File: config.mk
export PLATFORM = sky130hd
export DESIGN_NAME = lcd_spi_sink
export DESIGN_NICKNAME = d
export VERILOG_FILES = /design/src/rtl/lcd_spi_pkg.sv /design/src/rtl/lcd_spi_deser.sv /design/src/rtl/lcd_spi_sink.sv
export SDC_FILE = /design/constraint.sdc
export NUM_CORES = 1
export LEC_CHECK = 0
export ABC_AREA = 1
export ABC_CLOCK_PERIOD_IN_PS = 2300
export CELL_PAD_IN_SITES_DETAIL_PLACEMENT = 1
export CELL_PAD_IN_SITES_GLOBAL_PLACEMENT = 2
export CORE_MARGIN = 1.5
export CORE_UTILIZATION = 39
export DETAILED_ROUTE_END_ITERATION = 6
export DONT_BUFFER_PORTS = 1
export HOLD_SLACK_MARGIN = 0.08
export PLACE_DENSITY = 0.75
export SETUP_SLACK_MARGIN = 0.2
export SYNTH_ARGS = -nofsm -noshare
export SYNTH_HDL_FRONTEND = slang
export SYNTH_SLANG_ARGS = --single-unit
File: constraint.sdc
create_clock -name clk -period 2.3 [get_ports clk]
set_clock_uncertainty 0.2 [all_clocks]
set_input_delay 0.46 -clock clk [delete_from_list [all_inputs] [get_ports clk]]
set_output_delay 0.46 -clock clk [all_outputs]
set_load 0.005 [all_outputs]
File: src/rtl/lcd_spi_pkg.sv
// Shared definitions for the LCD SPI sink: command codes, decoder states
// and RGB565 field widths.
package lcd_spi_pkg;

  localparam logic [7:0] CMD_CASET = 8'h2A;
  localparam logic [7:0] CMD_RASET = 8'h2B;
  localparam logic [7:0] CMD_RAMWR = 8'h2C;

  localparam int RGB_R_W = 5;
  localparam int RGB_G_W = 6;
  localparam int RGB_B_W = 5;
  localparam int PIX_W   = RGB_R_W + RGB_G_W + RGB_B_W;

  typedef enum logic [1:0] {
    IDLE,
    CASET,
    RASET,
    RAMWR
  } dec_state_t;

endpackage

File: src/rtl/lcd_spi_deser.sv
// Oversampling SPI deserialiser: synchronises the bus, detects lcd_clk rises
// while selected and assembles MSB-first bytes.
module lcd_spi_deser (
  input  logic       clk,
  input  logic       resetn,
  input  logic       lcd_clk,
  input  logic       lcd_cs,
  input  logic       lcd_rs,
  input  logic       lcd_data,
  output logic       byte_valid,
  output logic [7:0] byte_data,
  output logic       byte_is_cmd,
  output logic       err_partial
);

  logic [1:0] clk_sync;
  logic [1:0] cs_sync;
  logic [1:0] rs_sync;
  logic [1:0] data_sync;
  logic       clk_prev;
  logic       cs_prev;
  logic [6:0] shift_reg;
  logic [2:0] bit_cnt;
  logic       clk_rise;
  logic       cs_rise;

  assign clk_rise = clk_sync[1] & ~clk_prev & ~cs_sync[1];
  assign cs_rise  = cs_sync[1] & ~cs_prev;

  // Chip select resets to the deselected level so release never looks like a cs edge.
  always_ff @(posedge clk or negedge resetn) begin
    if (!resetn) begin
      clk_sync  <= '0;
      cs_sync   <= 2'b11;
      rs_sync   <= '0;
      data_sync <= '0;
      clk_prev  <= 1'b0;
      cs_prev   <= 1'b1;
    end else begin
      clk_sync  <= {clk_sync[0], lcd_clk};
      cs_sync   <= {cs_sync[0], lcd_cs};
      rs_sync   <= {rs_sync[0], lcd_rs};
      data_sync <= {data_sync[0], lcd_data};
      clk_prev  <= clk_sync[1];
      cs_prev   <= cs_sync[1];
    end
  end

  always_ff @(posedge clk or negedge resetn) begin
    if (!resetn) begin
      shift_reg   <= '0;
      bit_cnt     <= '0;
      byte_valid  <= 1'b0;
      byte_data   <= '0;
      byte_is_cmd <= 1'b0;
      err_partial <= 1'b0;
    end else begin
      byte_valid  <= 1'b0;
      err_partial <= 1'b0;
      if (cs_rise) begin
        bit_cnt     <= '0;
        err_partial <= (bit_cnt != 3'd0);
      end else if (clk_rise) begin
        shift_reg <= {shift_reg[5:0], data_sync[1]};
        bit_cnt   <= bit_cnt + 3'd1;
        if (bit_cnt == 3'd7) begin
          byte_valid  <= 1'b1;
          byte_data   <= {shift_reg, data_sync[1]};
          byte_is_cmd <= ~rs_sync[1];
        end
      end
    end
  end

endmodule

File: src/rtl/lcd_spi_sink.sv
// LCD SPI bus sink: decodes CASET/RASET/RAMWR from the deserialised byte
// stream and emits RGB565 pixels tagged with their window position.
module lcd_spi_sink
  import lcd_spi_pkg::*;
#(
  parameter int H_RES = 240,
  parameter int V_RES = 135,
  parameter int CW    = 9
) (
  input  logic             clk,
  input  logic             resetn,
  input  logic             lcd_clk,
  input  logic             lcd_cs,
  input  logic             lcd_rs,
  input  logic             lcd_data,
  output logic             byte_valid,
  output logic [7:0]       byte_data,
  output logic             byte_is_cmd,
  output logic             pix_valid,
  output logic [PIX_W-1:0] pix_data,
  output logic [CW-1:0]    pix_x,
  output logic [CW-1:0]    pix_y,
  output logic             frame_done,
  output logic             err_partial
);

  dec_state_t    state;
  dec_state_t    state_next;
  logic [2:0]    param_idx;
  logic          phase_lo;
  logic [7:0]    hi_byte;
  logic [7:0]    p_start_hi;
  logic [7:0]    p_start_lo;
  logic [7:0]    p_end_hi;
  logic [CW-1:0] xs, xe, ys, ye;
  logic [CW-1:0] x, y;

  lcd_spi_deser u_deser (
    .clk         (clk),
    .resetn      (resetn),
    .lcd_clk     (lcd_clk),
    .lcd_cs      (lcd_cs),
    .lcd_rs      (lcd_rs),
    .lcd_data    (lcd_data),
    .byte_valid  (byte_valid),
    .byte_data   (byte_data),
    .byte_is_cmd (byte_is_cmd),
    .err_partial (err_partial)
  );

  always_ff @(posedge clk or negedge resetn) begin
    if (!resetn) state <= IDLE;
    else         state <= state_next;
  end

  always_comb begin
    state_next = state;
    if (byte_valid && byte_is_cmd) begin
      case (byte_data)
        CMD_CASET: state_next = CASET;
        CMD_RASET: state_next = RASET;
        CMD_RAMWR: state_next = RAMWR;
        default:   state_next = IDLE;
      endcase
    end
  end

  // Window registers only change once all four parameters have arrived.
  always_ff @(posedge clk or negedge resetn) begin
    if (!resetn) begin
      param_idx  <= '0;
      phase_lo   <= 1'b0;
      hi_byte    <= '0;
      p_start_hi <= '0;
      p_start_lo <= '0;
      p_end_hi   <= '0;
      xs         <= '0;
      xe         <= CW'(H_RES - 1);
      ys         <= '0;
      ye         <= CW'(V_RES - 1);
      x          <= '0;
      y          <= '0;
      pix_valid  <= 1'b0;
      pix_data   <= '0;
      pix_x      <= '0;
      pix_y      <= '0;
      frame_done <= 1'b0;
    end else begin
      pix_valid  <= 1'b0;
      frame_done <= 1'b0;
      if (byte_valid) begin
        if (byte_is_cmd) begin
          param_idx <= '0;
          phase_lo  <= 1'b0;
          if (byte_data == CMD_RAMWR) begin
            x <= xs;
            y <= ys;
          end
        end else begin
          case (state)
            CASET, RASET: begin
              if (param_idx != 3'd4) param_idx <= param_idx + 3'd1;
              case (param_idx)
                3'd0: p_start_hi <= byte_data;
                3'd1: p_start_lo <= byte_data;
                3'd2: p_end_hi   <= byte_data;
                3'd3: begin
                  if (state == CASET) begin
                    xs <= CW'({p_start_hi, p_start_lo});
                    xe <= CW'({p_end_hi, byte_data});
                  end else begin
                    ys <= CW'({p_start_hi, p_start_lo});
                    ye <= CW'({p_end_hi, byte_data});
                  end
                end
                default: ;
              endcase
            end
            RAMWR: begin
              if (!phase_lo) begin
                hi_byte  <= byte_data;
                phase_lo <= 1'b1;
              end else begin
                phase_lo  <= 1'b0;
                pix_valid <= 1'b1;
                pix_data  <= {hi_byte, byte_data};
                pix_x     <= x;
                pix_y     <= y;
                if (x == xe) begin
                  x <= xs;
                  if (y == ye) begin
                    y          <= ys;
                    frame_done <= 1'b1;
                  end else begin
                    y <= y + CW'(1);
                  end
                end else begin
                  x <= x + CW'(1);
                end
              end
            end
            default: ;
          endcase
        end
      end
    end
  end

endmodule
# == Yosys cells after proc, flatten, opt, wreduce, memory -nomap -nowiden ==
# Index checks and enable logic that the tools add are counted.
# Widths: inputs -> output; s select.
# op_classes
add_sub_neg,4
eq_ne,14
muxes,34
bitwise,11
reduce_logical,23
# op_table
op,n
$mux 9,11
$eq 8x6->1 const B,3
$reduce_and 4->1,6
$add 9x1->9 const B,2
$eq 9x9->1,2
$mux 1,17
$mux 3,5
$reduce_and 5->1,3
$reduce_bool 2->1,6
$not 1->1,8
$add 3x1->3 const B,2
$eq 3x2->1 const B,2
$pmux 2 s3,1
$reduce_and 3->1,2
$eq 2x2->1 const B,2
$reduce_and 2->1,2
$and 1x1->1,3
$eq 3x1->1 const B,1
$eq 3x3->1 const B,1
$logic_not 3->1,1
$ne 3x3->1 const B,1
$reduce_bool 3->1,1
$eq 2x1->1 const B,1
$ne 2x2->1 const B,1
2 further kinds,2
# word_totals
ff_bits,145
input_bits,6

# == Logic depth before layout (Yosys ltp) ==
# Gate-level depths: netlist of run 1.
# logic_depth
ltp_word,7
depth_mapped,11
mapped_depth_nobuf,11

# == Cells and area by module ==
# A second synthesis of run 1 with hierarchy kept.
# unflattened
cells_unflattened,714
hier_area_um2,6379.9
# modules_own_cells
mod,instances,cells_per_inst,area_per_inst_um2,seq_area_each_um2
lcd_spi_sink,1,605,5235.0,2865.2
lcd_spi_deser,1,109,1144.8,779.5

# == Least setup slack after synthesis of run 1 ==
# No wires, ideal clock.
# synth_path
kind,register to register
from,register state[0]
to,register xs[1]
arrival_time_ns,1.530
required_ns,1.969
path_slack_ns,0.439
path_stages_with_launch,5
period_less_slack_ns,1.861
cell_sequence,dfrtp_1 ha_1 nor4_4 clkbuf_1 o21ai_0
# synth_via
elab_chain_cells,3
# synth_rtl
item,line,source
from (decl),lcd_spi_sink.sv:27,dec_state_t state;
from (signal assigned),lcd_spi_sink.sv:53,else state <= state_next;
$eq 2x1->1 / $eq 2x2->1 (equally long branches),"lcd_spi_sink.sv:100, lcd_spi_sink.sv:108",
$reduce_or 2->1,lcd_spi_sink.sv:100,case (state)
$reduce_and 5->1 (no line) *,-,
to (signal assigned),lcd_spi_sink.sv:109,"xs <= CW'({p_start_hi, p_start_lo});"
to (decl),lcd_spi_sink.sv:35,"logic [CW-1:0] xs, xe, ys, ye;"
# Every way passes the cells marked *; elsewhere a longest branch is shown, timed or not.
# A chain may end at the register's enable or synchronous reset.

# == Worst setup path after layout of run 1 ==
# layout_path
from,register x[4]
to,register y[1]
# layout_via
elab_chain_cells,3
# layout_rtl
item,line,source
from (decl),lcd_spi_sink.sv:36,"logic [CW-1:0] x, y;"
from (signal assigned),lcd_spi_sink.sv:96,x <= xs;
from (signal assigned),lcd_spi_sink.sv:130,x <= xs;
from (signal assigned),lcd_spi_sink.sv:138,x <= x + CW'(1);
$eq 9x9->1,lcd_spi_sink.sv:129,if (x == xe) begin
$reduce_bool 2->1 (no line),-,
$reduce_and 5->1 (no line),-,
to (signal assigned),lcd_spi_sink.sv:97,y <= ys;
to (signal assigned),lcd_spi_sink.sv:132,y <= ys;
to (signal assigned),lcd_spi_sink.sv:135,y <= y + CW'(1);
to (decl),lcd_spi_sink.sv:36,
# Every way passes these cells.

==> flow_summary.ini, run 1 <==
[run_status]
status = finished with violations
violations = hold timing

[sta]
setup_viol = 0
fmax_ghz = 0.519
slew_headroom = 0.591
layout_worst_path_cycle_share = 0.838
tightest_slew_ns = 0.612
setup_ws_ns = 0.372
period_needed_ns = 1.93
rsz0062_at_grt = false
finalSetupTns_ns = 0
finalHoldViolations = 145
holdWs_ns = -0.469
final_max_slew_viol_count = 0

[floorplan]
initial_core_util = 0.397
die_h_um = 130
die_w_um = 130
pin_count = 53
design.core.area_sq_um = 15800
die_area_sq_um = 16900
rows = 46

[critical_path]
critPathLaunchType = flop
cp_data_required_time_ns = 2.40
r2r_cells = 8
path_max_fanout = 9
end_kind = flop
critical_path_class = reg -> reg
crit_arrival_ns = 2.03

[logic_synthesis]
yosys_warnings = 0
netlist_instances = 705
syn_avg_cell_area_sq_um = 8.91
yosys.area.top_type_share = 0.526
synth_seq_cells = 145
synth_xor_area_frac = 0.0265
syn_nets = 723
async_flop_share = 1.00
synth_edf_count = 0
synth.distinct_cells = 30
muxShareOfSynthArea = 0.00179
synth-simple-area-share = 0.221
synth_compound_area_frac = 0.0829
synth_area_leaders = dfrtp_1 53%, nand2_1 14%, o21ai_0 6.9%, dfstp_2 5.4%, inv_1 4.2%
netlist_area_sq_um = 6280
netlist.top_cell.by_area = dfrtp_1
synthAdderAreaFrac = 0.0239
yosys_most_used_dff = dfrtp_1
seq_area_frac_synth = 0.580
synth_top_family_by_area = simple AND/OR/NAND/NOR gates

[final_layout]
syn_to_final_growth_pct = 15.5
top_register = pix_data
n_antenna_cell = 0
final_cells = 951
layout.nets = 740
largest_reg_flops = 16
drive_gt1_frac = 0.114

[pwr]
p_sw_frac = 0.210
p_comb_frac = 0.011
power.internal_w = 0.00435
power_frac_seq = 0.476
p_per_area_nw_per_um2 = 759
finalPower_w = 0.00550
power_switching_w = 0.00116
p_leak_nw = 3.42
ir_worst_vdd_uv = 488
power.share.clock = 0.513

[placement]
dp_hpwl_um = 10700
gp_congestion = 0.744
placed_cells = 915
io_buffer_count = 0
post-place-ws_ns = 0.257

[grt]
grt_usage = 0.204
antenna_found_initial = 0
first_global_vias = 4876
grt_pass1_wl_um = 26000
grt_max_degree = 146
overflow = 0

[clock_network]
clock_path_buffers = 2
cts.sinks = 145
root_buffer = clkbuf_16
ctsHoldBuffers = 4
tritoncts = yes
clk_latency_ns = 0.42
cts_buffers = 17
post_cts.repair.setup_buffers = 0
clk_pin_slew_ns = 0.06
htreeDepth = 4

[worst_hold_path]
hp-class = in -> async

[routing]
firstDrtPassIters = 4
drc = 0
via_per_inst = 4.93
ant_nets = 0
drt_iter0_drc = 230
wl_per_cell_um = 16.5
vias = 4690
routed_wl_um = 15700

[flow_run]
maxCapViolCount = 0
[final timing paths]
| kind | from | endpoint | slack (ns) |
|---|---|---|---|
| worst min-delay path | resetn | pix_y[5] | -0.47 |
| worst max register to register | x[4] | y[1] | 0.37 |
| max in group asynchronous | resetn | u_deser.cs_prev | 2.05 |
| worst max-delay path | x[4] | y[1] | 0.37 |
| min in group clk | u_deser.clk_sync[0] | u_deser.clk_sync[1] | 0.15 |
| worst min register to register | u_deser.clk_sync[0] | u_deser.clk_sync[1] | 0.15 |
[power groups by stage]
stage / Combinational (W) / Sequential, W / Clock (W)
after floorplan: 0.0000433 / 0.00266 / 0
after global placement: 0.0000536 / 0.00266 / 0
after detailed placement: 0.0000571 / 0.00266 / 0
after CTS: 0.0000631 / 0.00262 / 0.00290
after global routing: 0.0000744 / 0.00262 / 0.00299
final: 0.0000616 / 0.00262 / 0.00282
[cell usage in the layout, fill, tap and decap left out, types with 5 or more instances in the layout]
cell        instances
nand2_1           228
clkbuf_16          17
dfstp_2            13
nand4_1            12
o21ai_0            86
ha_1               12
a21oi_1            12
xor2_1              7
clkinvlp_4          5
nand3_1            41
dfrtp_1           130
buf_4              19
xnor2_1            12
nor2_1             28
inv_1              71
[cell families (layout without fill, tap and decap cells)]
kind of cell | Yosys count | count (layout)
multiplexers | 1 | 1
flip-flops | 145 | 145
XOR/XNOR | 19 | 19
adder cells (fa/ha/maj) | 12 | 12
AND/OR/NAND/NOR | 326 | 326
AO/OA/AOI/OAI | 101 | 101
buffers and inverters | 101 | 131
[worst max-delay path, stage by stage, from the launching register on]
cell     delay, ns
dfrtp_1       0.55
xnor2_1       0.17
nand2_1       0.09
nor2_1        0.10
nand2_1       0.13
nand2_1       0.18
nand2_2       0.19
nand2_1       0.12
nand2_1       0.08
[final cells by class]
| class | instances | area (sq um) |
|---|---|---|
| tap | 216 | 270 |
| multi-input combinational | 459 | 2240 |
| timing repair buffer | 24 | 203 |
| fill | 1835 | 8580 |
| clock inverter | 14 | 165 |
| clock buffer | 18 | 439 |
| sequential | 145 | 3650 |
| inverter | 75 | 284 |
[what timing repair did]
item                                    CTS  global route
endpoints found under the setup margin    0            16
hold endpoints to repair                149           145
resized for setup                         0             3
[routing by layer]
layer	routed length (um)	global-route usage	up-vias	share of wire
li1	-	-	2274	-
met1	7360	0.270	2330	0.47
met2	7550	0.332	71	0.48
met3	519	0.0414	15	0.033
met4	225	0.0758	0	0.014
met5	0	0	-	0
[Yosys cell counts (all sizes together), types with 7 or more instances]
cell type,count
a21oi,13
buf,11
clkbuf,15
dfrtp,132
dfstp,13
ha,12
inv,75
nand2,231
nand3,44
nand4,12
nor2,30
o21ai,86
xnor2,12
xor2,7
[metrics by stage]
stage / hold slack, ns / utilization / area (sq um)
detailed placement: -0.0309 / 0.417 / 6600
floorplan: -0.0356 / - / 6280
global placement: -0.0311 / 0.417 / 6600
global route: -0.493 / 0.458 / 7250
finish: -0.469 / 0.458 / 7250
CTS: -0.491 / 0.458 / 7240
No activity file was read; power rests on OpenSTA's default activity.
==> run 2, diff against run 1 <==
--- a/config.mk
+++ b/config.mk
@@ -6,15 +6,15 @@
 export NUM_CORES = 1
 export LEC_CHECK = 0
 export ABC_AREA = 1
-export ABC_CLOCK_PERIOD_IN_PS = 2300
+export ABC_CLOCK_PERIOD_IN_PS = 1600
 export CELL_PAD_IN_SITES_DETAIL_PLACEMENT = 1
 export CELL_PAD_IN_SITES_GLOBAL_PLACEMENT = 2
 export CORE_MARGIN = 1.5
-export CORE_UTILIZATION = 39
+export CORE_UTILIZATION = 35
 export DETAILED_ROUTE_END_ITERATION = 6
 export DONT_BUFFER_PORTS = 1
 export HOLD_SLACK_MARGIN = 0.08
-export PLACE_DENSITY = 0.75
+export PLACE_DENSITY = 0.71
 export SETUP_SLACK_MARGIN = 0.2
 export SYNTH_ARGS = -nofsm -noshare
 export SYNTH_HDL_FRONTEND = slang
==> constraint.sdc (replaced) <==
create_clock -name clk -period 1.6 [get_ports clk]
set_clock_uncertainty 0.2 [all_clocks]
set_input_delay 0.32 -clock clk [delete_from_list [all_inputs] [get_ports clk]]
set_output_delay 0.32 -clock clk [all_outputs]
set_load 0.005 [all_outputs]
==> flow_summary.ini, run 2 (synthesis results as in run 1) <==
[run_status]
status = finished with violations
violations = hold timing, setup timing

[sta]
layout_worst_path_cycle_share = 1.16
fmax_ghz = 0.537
tightest_slew_ns = 0.365
setup_viol = 110
rsz0062_at_grt = true
slew_headroom = 0.756
setup_ws_ns = -0.262
holdWs_ns = -0.625
finalSetupTns_ns = -15.52
final_max_slew_viol_count = 0
period_needed_ns = 1.86
finalHoldViolations = 145

[clock_network]
htreeDepth = 4
root_buffer = clkbuf_16
clk_pin_slew_ns = 0.07
cts_buffers = 17
ctsHoldBuffers = 4
tritoncts = yes
clock_path_buffers = 2
clk_latency_ns = 0.44
cts.sinks = 145

[pwr]
power.internal_w = 0.00613
p_comb_frac = 0.016
power_switching_w = 0.00190
power_frac_seq = 0.468
p_leak_nw = 4.47
power.share.clock = 0.515
p_per_area_nw_per_um2 = 816
p_sw_frac = 0.237
ir_worst_vdd_uv = 903

[final_layout]
final_common_cell = nand2_1
n_antenna_cell = 0
top_register = pix_data
syn_to_final_growth_pct = 56.8
drive_gt1_frac = 0.485
largest_reg_flops = 16
layout.nets = 861
mostFrequentLayoutCells = 134 x nand2_1, 128 x dfrtp_1, 71 x buf_4, 58 x nand2_2, 56 x inv_1
final_cells = 1081

[routing]
ant_nets = 0
vias = 5454
drt_iter0_drc = 233
routed_wl_um = 21700
wl_per_cell_um = 20.1
drc = 0
firstDrtPassIters = 4
via_per_inst = 5.05

[critical_path]
path_max_fanout = 10
critPathLaunchType = flop
critical_path_buf_inv_count = 2
reg2reg_slack_ns = -0.26
r2r_cells = 11
worst_path_most_repeated_cell = nand2_1
crit_family = simple AND/OR/NAND/NOR gates
end_kind = flop
timing.rr.start = y[0]
critical_path_class = reg -> reg
crit_arrival_ns = 1.99
crit_chain = inv_1 -> nand2_1 -> nand2_1 -> nand3_1 -> nor2_1 -> nand2_1 -> buf_6 -> nand3_1 -> nand2_1 -> nand2_1 -> nand2_1
slowest_delay_ns = 0.44
cp_data_required_time_ns = 1.73
slowest_stage = dfrtp_1
reg2reg_to = y[0]

[worst_hold_path]
hp-class = in -> async

[placement]
placed_cells = 984
dp_hpwl_um = 11600
io_buffer_count = 0
gp_congestion = 0.778

[floorplan]
die_h_um = 137
die_area_sq_um = 18800
rows = 48
design.core.area_sq_um = 17400
pin_count = 53
die_w_um = 137
initial_core_util = 0.361

[flow_run]
maxCapViolCount = 0

[grt]
overflow = 0
antenna_found_initial = 0
first_global_vias = 5717
grt_pass1_wl_um = 31700
grt_usage = 0.231
grt_max_degree = 146
[run 2: changes by cell type in the layout (fill, tap and decap cells not counted), moves of 22 or more]
cell / previous run / this run
buf_4: 19 / 71
buf_6: 0 / 30
nand2_1: 228 / 134
nand2_2: 3 / 58
nand2_4: 0 / 37
o21ai_0: 86 / 12
o21ai_1: 0 / 22
o21ai_2: 0 / 50
[run 2: power by group through the flow]
stage               sequential [W]  clock (W)  combinational (W)
global placement           0.00383          0          0.0000813
floorplan                  0.00382          0          0.0000632
global route               0.00377    0.00438           0.000156
finish                     0.00376    0.00414           0.000132
detailed placement         0.00383          0          0.0000907
CTS                        0.00376    0.00419           0.000106
[run 2: worst register-to-register path, cell delays in order (launching register included)]
cell	delay, ns
dfrtp_1	0.44
inv_1	0.10
nand2_1	0.06
nand2_1	0.06
nand3_1	0.09
nor2_1	0.15
nand2_1	0.14
buf_6	0.18
nand3_1	0.13
nand2_1	0.08
nand2_1	0.07
nand2_1	0.06
[run 2: worst max-delay path by stage]
stage               cells after the start    startpoint  endpoint  slack (ns)
floorplan                               6  param_idx[0]     xs[1]       -0.13
global placement                        7  param_idx[0]     xe[7]       -0.12
detailed placement                      7  param_idx[0]     xe[4]       -0.16
CTS                                     7  param_idx[0]     xe[4]       -0.17
global route                            9         xe[3]      x[1]       -0.33
finish                                 11          y[0]      y[0]       -0.26
[run 2: cell type report]
class                      count  area (sq um)
sequential                   145          3650
tap                          225           282
fill                        1912          7570
clock buffer                  17           425
inverter                      75           292
multi-input combinational    461          3240
timing repair buffer         143          1780
clock inverter                15           174
[run 2: timing repair]
action / 4_1_cts / 5_1_grt
buffers inserted: 21 / 16
setup endpoints to repair: 130 / 141
gates resized for setup: 200 / 174
hold endpoints to repair: 149 / 145
cloned: 15 / 9
pin swaps: 25 / 34
[run 2: per-stage QoR]
stage	cell area, sq um	util	worst slack [ns]	hold slack, ns	power [W]
3_3_place_gp	7230	0.415	-0.122	-0.171	0.00391
5_1_grt	9850	0.565	-0.326	-0.651	0.00830
2_1_floorplan	6460	-	-0.125	-0.176	0.00389
4_1_cts	8930	0.513	-0.172	-0.638	0.00806
3_5_place_dp	7230	0.415	-0.156	-0.172	0.00392
6_report	9850	0.565	-0.262	-0.625	0.00803
[run 2: metal layers]
layer  share of wire  up-vias  GRT usage
met5               0        -          0
met2            0.52      111      0.410
met3           0.040       38     0.0585
met1            0.41     2763      0.271
li1                -     2542          -
met4           0.032        0     0.0754
==> run 3, diff against run 2 <==
--- a/config.mk
+++ b/config.mk
@@ -14,8 +14,9 @@
 export DETAILED_ROUTE_END_ITERATION = 6
 export DONT_BUFFER_PORTS = 1
 export HOLD_SLACK_MARGIN = 0.08
-export PLACE_DENSITY = 0.71
+export PLACE_DENSITY_LB_ADDON = 0.1
 export SETUP_SLACK_MARGIN = 0.2
+export SKIP_CTS_REPAIR_TIMING = 1
 export SYNTH_ARGS = -nofsm -noshare
 export SYNTH_HDL_FRONTEND = slang
 export SYNTH_SLANG_ARGS = --single-unit
==> flow_summary.ini, run 3 (synthesis results as in run 1) <==
[final_layout]
final_common_cell = nand2_1
layout.nets = 821
mostFrequentLayoutCells = 196 x nand2_1, 128 x dfrtp_1, 66 x buf_4, 59 x inv_1, 45 x o21ai_0
syn_to_final_growth_pct = 38.0
final_cells = 1041
n_antenna_cell = 0
drive_gt1_frac = 0.333
num-fill-cells = 1984
top_register = pix_data
largest_reg_flops = 16

[critical_path]
critical_path_class = reg -> reg
cp_data_required_time_ns = 1.70
reg2reg_to = p_start_lo[6]
end_kind = flop
critPathLaunchType = flop
r2r_cells = 6
endpoint = p_start_lo[6]
path_max_fanout = 8
timing.rr.start = state[0]
reg2reg_slack_ns = -0.23
worstSetupStartpoint = state[0]
crit_arrival_ns = 1.94

[sta]
layout_worst_path_cycle_share = 1.15
finalHoldViolations = 145
holdWs_ns = -0.615
tightest_slew_ns = 0.319
rsz0062_at_grt = true
fmax_ghz = 0.546
setup_viol = 82
period_needed_ns = 1.83
final_max_slew_viol_count = 0
finalSetupTns_ns = -8.27
slew_headroom = 0.787
setup_ws_ns = -0.232

[grt]
grt_pass1_wl_um = 26800
overflow = 0
grt_usage = 0.188
grt_use_met3 = 0.0470
grt.met2_usage = 0.322
met1_usage = 0.235
first_global_vias = 5263
grt_busiest_layer = met2
antenna_found_initial = 0
grt_max_degree = 146

[routing]
ant_nets = 0
firstDrtPassIters = 4
drc = 0
drt_iter0_drc = 220
routed_wl_um = 18100
wl_per_cell_um = 17.4
vias = 5011
via_per_inst = 4.81

[pwr]
p_leak_nw = 4.11
ir_worst_vdd_uv = 722
p_per_area_nw_per_um2 = 934

[floorplan]
design.core.area_sq_um = 17400
die_w_um = 137
die_h_um = 137
rows = 48
die_area_sq_um = 18800
pin_count = 53
initial_core_util = 0.361

[clock_network]
root_buffer = clkbuf_16
cts_buffers = 17
clock_path_buffers = 2
cts.sinks = 145
clk_pin_slew_ns = 0.06
htreeDepth = 4
tritoncts = yes
clk_latency_ns = 0.43

[placement]
io_buffer_count = 0
dp_hpwl_um = 11500
gp_congestion = 0.778
placed_cells = 985

[run_status]
status = finished with violations
violations = hold timing, setup timing

[flow_run]
maxCapViolCount = 0

[worst_hold_path]
hp-class = in -> async
[run 3: how the worst min path moves through the flow]
stage / from / endpoint / slack [ns] / cells past startpoint
floorplan: resetn / frame_done / -0.18 / 0
global placement: resetn / pix_valid / -0.17 / 0
detailed placement: resetn / pix_data[11] / -0.17 / 0
CTS: resetn / pix_data[14] / -0.63 / 0
global route: resetn / pix_data[11] / -0.64 / 0
finish: resetn / pix_data[11] / -0.62 / 0
[run 3: critical path: stages (launching register included)]
cell     delay, ns
dfrtp_2       0.43
ha_4          0.27
buf_4         0.14
nor2_4        0.27
nand3_4       0.21
nand2_2       0.13
o21ai_2       0.06
[run 3: metrics by stage]
| stage | util | hold slack [ns] | cell area (sq um) | total power, W | setup WS, ns |
|---|---|---|---|---|---|
| after detailed placement | 0.416 | -0.172 | 7240 | 0.00392 | -0.159 |
| after CTS | 0.451 | -0.632 | 7860 | 0.00816 | -0.191 |
| after global placement | 0.416 | -0.171 | 7240 | 0.00391 | -0.137 |
| after floorplan | - | -0.176 | 6460 | 0.00389 | -0.125 |
| after global routing | 0.498 | -0.641 | 8670 | 0.00836 | -0.289 |
| final | 0.498 | -0.615 | 8670 | 0.00809 | -0.232 |
[run 3: area by class of cell]
cell class,instances,area [sq um],share of cell area
clock inverters,12,185,0.0214
repair buffers,104,1060,0.123
multi-input cells,460,2760,0.318
clock buffers,20,437,0.0504
well taps,225,282,0.0325
flip-flops and latches,145,3650,0.421
inverters,75,294,0.0339
[run 3: per-layer routing]
layer	vias to the layer above	wire length (um)
met4	0	297
met3	24	560
met1	2477	8010
met5	-	0
li1	2440	-
met2	70	9240
[run 3: power by group]
part	total, W	switching [W]	internal, W
sequential	0.00376	0.0000326	0.00373
combinational	0.000119	0.0000723	0.0000464
clock	0.00421	0.00159	0.00262
